## config.mk

```make
export PLATFORM = sky130hd
export DESIGN_NAME = score_packer
export DESIGN_NICKNAME = d
export VERILOG_FILES = /design/src/rtl/score_packer.sv
export SDC_FILE = /design/constraint.sdc
export NUM_CORES = 1
export LEC_CHECK = 0
export ABC_CLOCK_PERIOD_IN_PS = 11500
export CORE_MARGIN = 2
export CORE_UTILIZATION = 45
export CTS_CLUSTER_SIZE = 40
export DETAILED_ROUTE_END_ITERATION = 10
export PLACE_DENSITY_LB_ADDON = 0.15
export REMOVE_ABC_BUFFERS = 1
export SLEW_MARGIN = 20
export SYNTH_ARGS = -nofsm -noshare
export SYNTH_HDL_FRONTEND = slang
export SYNTH_SLANG_ARGS = --single-unit
```

## constraint.sdc

```tcl
create_clock -name clk -period 11.5 [get_ports clk]
set_clock_uncertainty 0.1 [all_clocks]
set_input_delay 2.3 -clock clk [delete_from_list [all_inputs] [get_ports clk]]
set_output_delay 2.3 -clock clk [all_outputs]
set_load 0.02 [all_outputs]
```

## src/rtl/score_packer.sv

```systemverilog
// score_packer: collects NUM_CLASSES serial class scores into one packed
// vector for the argmax stage. Class 0 lands in the most significant slot.
// Optional frame-alignment checking on in_last is compiled in when the
// macro SCORE_PACKER_LAST_CHECK_EN is defined; otherwise in_last is ignored
// and err is tied low.
module score_packer #(
    parameter int DATA_WIDTH  = 32,
    parameter int NUM_CLASSES = 10
) (
    input  logic                              clk,
    input  logic                              reset,
    input  logic                              in_valid,
    output logic                              in_ready,
    input  logic [DATA_WIDTH-1:0]             in_data,
    input  logic                              in_last,
    output logic                              out_valid,
    input  logic                              out_ready,
    output logic [DATA_WIDTH*NUM_CLASSES-1:0] out_vec,
    output logic                              err
);

    localparam int CW = (NUM_CLASSES > 2) ? $clog2(NUM_CLASSES) : 1;
    localparam logic [CW-1:0] LAST_IDX = CW'(NUM_CLASSES - 1);

    typedef enum logic {FILL, HOLD} state_t;

    state_t                state;
    logic [CW-1:0]         count;
    logic [CW-1:0]         idx;
    logic                  accept;
    logic                  rel;
    logic [DATA_WIDTH-1:0] slots [NUM_CLASSES];

    // In HOLD the only way to take a score is alongside the release, so
    // readiness follows the consumer; reset blocks intake outright.
    assign in_ready = !reset && ((state == FILL) || out_ready);
    assign accept   = in_valid && in_ready;
    assign rel      = out_valid && out_ready;

    // An accept in HOLD is the first score of the next frame.
    assign idx = (state == HOLD) ? '0 : count;

    // Slot k maps onto the packed vector with class 0 in the MSBs.
    for (genvar k = 0; k < NUM_CLASSES; k++) begin : g_pack
        assign out_vec[DATA_WIDTH*(NUM_CLASSES-k)-1 -: DATA_WIDTH] = slots[k];
    end

    // Frame collection, hold/release handshake and slot writes.
    always_ff @(posedge clk) begin
        if (reset) begin
            state     <= FILL;
            count     <= '0;
            out_valid <= 1'b0;
            for (int k = 0; k < NUM_CLASSES; k++) begin
                slots[k] <= '0;
            end
        end else begin
            if ((state == HOLD) && rel) begin
                state     <= FILL;
                out_valid <= 1'b0;
            end
            if (accept) begin
                slots[idx] <= in_data;
                if (idx == LAST_IDX) begin
                    state     <= HOLD;
                    out_valid <= 1'b1;
                    count     <= '0;
                end else begin
                    count <= idx + CW'(1);
                end
`ifdef SCORE_PACKER_LAST_CHECK_EN
                // Early last drops the partial frame; overrides the increment.
                if (in_last && (idx != LAST_IDX)) begin
                    count <= '0;
                end
`endif
            end
        end
    end

`ifdef SCORE_PACKER_LAST_CHECK_EN
    // Sticky alignment error: in_last disagrees with the slot count.
    always_ff @(posedge clk) begin
        if (reset) begin
            err <= 1'b0;
        end else if (accept && (in_last != (idx == LAST_IDX))) begin
            err <= 1'b1;
        end
    end
`else
    logic unused_last;
    assign unused_last = in_last;
    assign err         = 1'b0;
`endif

endmodule
```

# Word level (Yosys, flattened, before mapping)
# Memories as Yosys holds them, arrays and structs flattened.
# Index checks and enable logic that the tools add are counted.
# Widths: inputs -> output; s select.
[classes]
n_addsub = 1
muxes = 16
n_bitwise = 1
eq_ne = 1
reduce_logical = 7
[op_table]
columns = ["operator", "n"]
rows = [
  ["$mux 32", 1],
  ["$reduce_or 32->1", 1],
  ["$mux 1", 12],
  ["$mux 4", 3],
  ["$add 4x1->4 const B", 1],
  ["$eq 4x4->1 const B", 1],
  ["$logic_and 1x1->1", 4],
  ["$logic_not 1->1", 1],
  ["$logic_or 1x1->1", 1],
  ["$not 1->1", 1],
]
[word_totals]
input_bits = 37
mem_bits_rw = 320
ff_bits = 6
n_memories = 1
output_inout_bits = 323
elab_cells = 30
[memory_table]
columns = ["memory", "depth", "width", "rd", "rd_ports_with_merged_regs", "wr", "line", "text"]
rows = [
  ["slots", 10, 32, 10, 0, 10, "32", "logic [DATA_WIDTH-1:0] slots [NUM_CLASSES];"],
]

# Longest topological paths before layout
[logic_depth]
word_depth = 9
depth_mapped = 6
ltp_nobuf = 3

# Worst setup path after synthesis
# Ideal clock, no wire load.
[synth_timing]
path_kind = "input -> register"
start = "input reset"
end = "memory slots[5][0] (enable)"
setup_ns = 0.466
stages = 4
required_time_ns = 10.934
t_arrival_ns = 5.220
path_buffers = 1
path_slack_ns = 5.715
cell_sequence = "buf_2 > nor3b_2 > nand2_1 > o21ai_0"
[synth_rtl]
columns = ["item", "line", "text"]
rows = [
  ["from (decl)", "11", "input logic reset,"],
  ["to (decl)", "32", ""],
]

# Worst setup path after layout
[layout_timing]
start = "input out_ready"
end = "output in_ready"
[layout_via]
elab_chain_len = 2
[layout_rtl]
columns = ["item", "line", "text"]
rows = [
  ["from (decl)", "17", "input logic out_ready,"],
  ["$logic_or 1x1->1", "36", "assign in_ready = !reset && ((state == FILL) || out_ready);"],
  ["$logic_and 1x1->1", "36", ""],
  ["to (decl)", "13", "output logic in_ready,"],
]
# No other way between the ends.

==> results.md <==
* VDD IR max at 115 uV
* Crit. Startpoint: out_ready
* Sequential power share at 0.520
* Status: finished clean
* FILL cells at 1960
* Die H at 166 um
* Initial core utilization at 0.456
* Largest net degree at the start of global routing at 54
* Power Density at 156 nW/um^2
* CP Max Fanout at 36
* Row Count at 59
* Root Driver: clkbuf_16
* Cell Int Power at 2.02 mW
* Bufs on Longest Clock Path at 3
* Num CTS Buffers at 34
* HP Class: reg2reg
* Post-CTS Hold Fix Bufs at 0
* Syn_area_per_cell at 15.1 um^2
* RSZ-0062 raised after global routing: no
* Diode count at 0
* Final WS setup at 4.63 ns
* DR top layer: met4
* 1st-iter DRT viols at 753
* Reg2Reg Depth at 3
* Setup Slack @ Placement at 4.62 ns
* Yosys warns at 0
* Sequential Area at 9730 um^2
* Via density at 5.26
* Net Sw Power at 0.609 mW
* Worst min-delay path startpoint: out_valid$_SDFF_PP0_
* Post-route setup TNS at 0 ns
* Die width at 166 um
* Critical path endpoint category: output pin
* Total Nets Final at 1173
* Routed wire per std cell at 23.5 um
* Multi-input gate area at 1880 um^2
* Final hold vios at 0
* Commonest non-fill, non-tap cell in the layout: clkdlybuf4s50_1
* Clock sinks at 326
* CTS clk-pin slew, worst paths at 0.06 ns
* Slew HR at 0.233
* CTS tree: yes
* First-pass GRT wire length at 51.6 mm
* Synth Flop Type: edfxtp_1
* GPL Wtd Cong at 0.841
* Post-CTS setup buffer count at 0
* Worst Tran Pin Value at 1.15 ns
* CP Class: in2out
* Tot GR Track Use at 0.252
* Type of origin of the critical path: input port
* Sw Share at 0.232
* Cell count after synthesis at 786
* Met3 wire length at 3.32 mm
* DPL Wire Length at 21.7 mm
* M1 WL at 13.2 mm
* Combinational share of power at 0.095
* # DRC at 0
* Port bufs at 357
* Post-synth design cell area at 11900 um^2
* DR vias at 7849
* Final period util at 0.597
* Die area at 27700 um^2
* Final setup violating endpoints at 0
* Maxcap violations at 0
* Ys async rst share at 0
* H-Tree Depth at 2
* Hold path depth at 2
* Clk pwr share at 0.385
* DR WL met2 at 17.3 mm
* Post-synth EDFFs at 320
* Synth unique cells at 35
* Initial antenna violation count at 0
* Arrival time at the worst endpoint at 4.47 ns
* Share of cells above drive strength 1 at 0.0657
* PostCTS Resize Cnt at 0
* Vias in the first global route at 7676
* Area Overhead vs Synth at 42.0%
* Core area at 26000 um^2
* #FFs+latches synth at 326
* Final Max Tran Viols at 0
* Final min period at 6.87 ns
* Antenna Nets Post-Route at 0
* Grt ovf at 0
* Reg-to-reg startpoint: state$_SDFF_PP0_
* Most frequent cells in the layout: 357 x clkdlybuf4s50_1, 320 x edfxtp_1, 161 x nor2_1
* Leak at 5.99 nW
* Req. time, crit path at 9.10 ns
* Sequential fraction of the synthesis area at 0.820
* Skew-Pair Late Insertion Delay at 0.50 ns
* Drt first pass iters at 5
* Fmax at 146 MHz
* Total Routed Length at 35.0 mm
* I/O pin count at 360
-- critical path, stage by stage --
cell and delay [ns]:
clkdlybuf4s50_1 0.54, nand2b_2 0.80, and2_1 0.23, clkdlybuf4s50_1 0.60
-- power groups by stage --
stage | registers (mW) | logic (mW) | clock network [mW]
after floorplan | 1.46 | 0.0409 | 0
after global placement | 1.39 | 0.250 | 0
after detailed placement | 1.39 | 0.251 | 0
after CTS | 1.37 | 0.252 | 1.02
after global routing | 1.37 | 0.261 | 1.07
final | 1.37 | 0.250 | 1.01
-- cells in the mapped netlist (3+ instances only) --
cell	n	area [um^2]
edfxtp_1	320	9610
nor2_1	161	604
nor3_1	97	485
inv_1	37	139
clkbuf_1	36	135
nand3_1	35	175
and2_1	34	213
nand2_1	13	48.8
buf_2	12	60.1
dfxtp_1	6	120
o21ai_0	4	20.0
a21oi_1	3	15.0
clkbuf_2	3	15.0
-- registers in the layout, indices dropped and copies added, names as in the netlist --
register and cells:
count 4, out_valid 1, slots 320, state 1
-- logic make-up after synthesis --
family	share of synthesized area
XOR/XNOR	0.000739
AND/OR/NAND/NOR	0.138
buffers and inverters	0.0301
flip-flops	0.820
AO/OA/AOI/OAI	0.0101
other	0.000316
multiplexers	0.000844
-- area by class of cell --
| cell class | instances | share of cell area |
|---|---|---|
| inverters | 37 | 0.00825 |
| repair buffers | 366 | 0.217 |
| clock inverters | 21 | 0.00765 |
| clock buffers | 36 | 0.0522 |
| well taps | 335 | 0.0249 |
| multi-input cells | 371 | 0.112 |
| flip-flops and latches | 326 | 0.578 |
-- metrics by stage --
step	hold WS [ns]	cell area (um^2)	utilization	cells	power, mW
after global placement	0.378	15800	0.608	1434	1.64
final	0.391	16800	0.648	1492	2.63
after detailed placement	0.386	15800	0.608	1434	1.64
after global routing	0.436	16800	0.648	1492	2.70
after floorplan	0.421	11600	-	734	1.50
after CTS	0.396	16800	0.647	1491	2.64
-- per-layer routing --
| metal | track usage | vias to the layer above |
|---|---|---|
| met3 | 0.0758 | 70 |
| met2 | 0.421 | 414 |
| met5 | 0 | - |
| met4 | 0.0870 | 0 |
| met1 | 0.316 | 3850 |
| li1 | - | 3515 |
-- path summary, 6_finish.rpt --
check | endpoint | slack, ns
worst min register to register | out_valid$_SDFF_PP0_ | 0.39
worst min-delay path | out_valid$_SDFF_PP0_ | 0.39
worst max-delay path | in_ready | 4.63
worst max register to register | slots[8][20]$_SDFFCE_PN0P_ | 7.80
No activity file was read; power rests on OpenSTA's default activity.
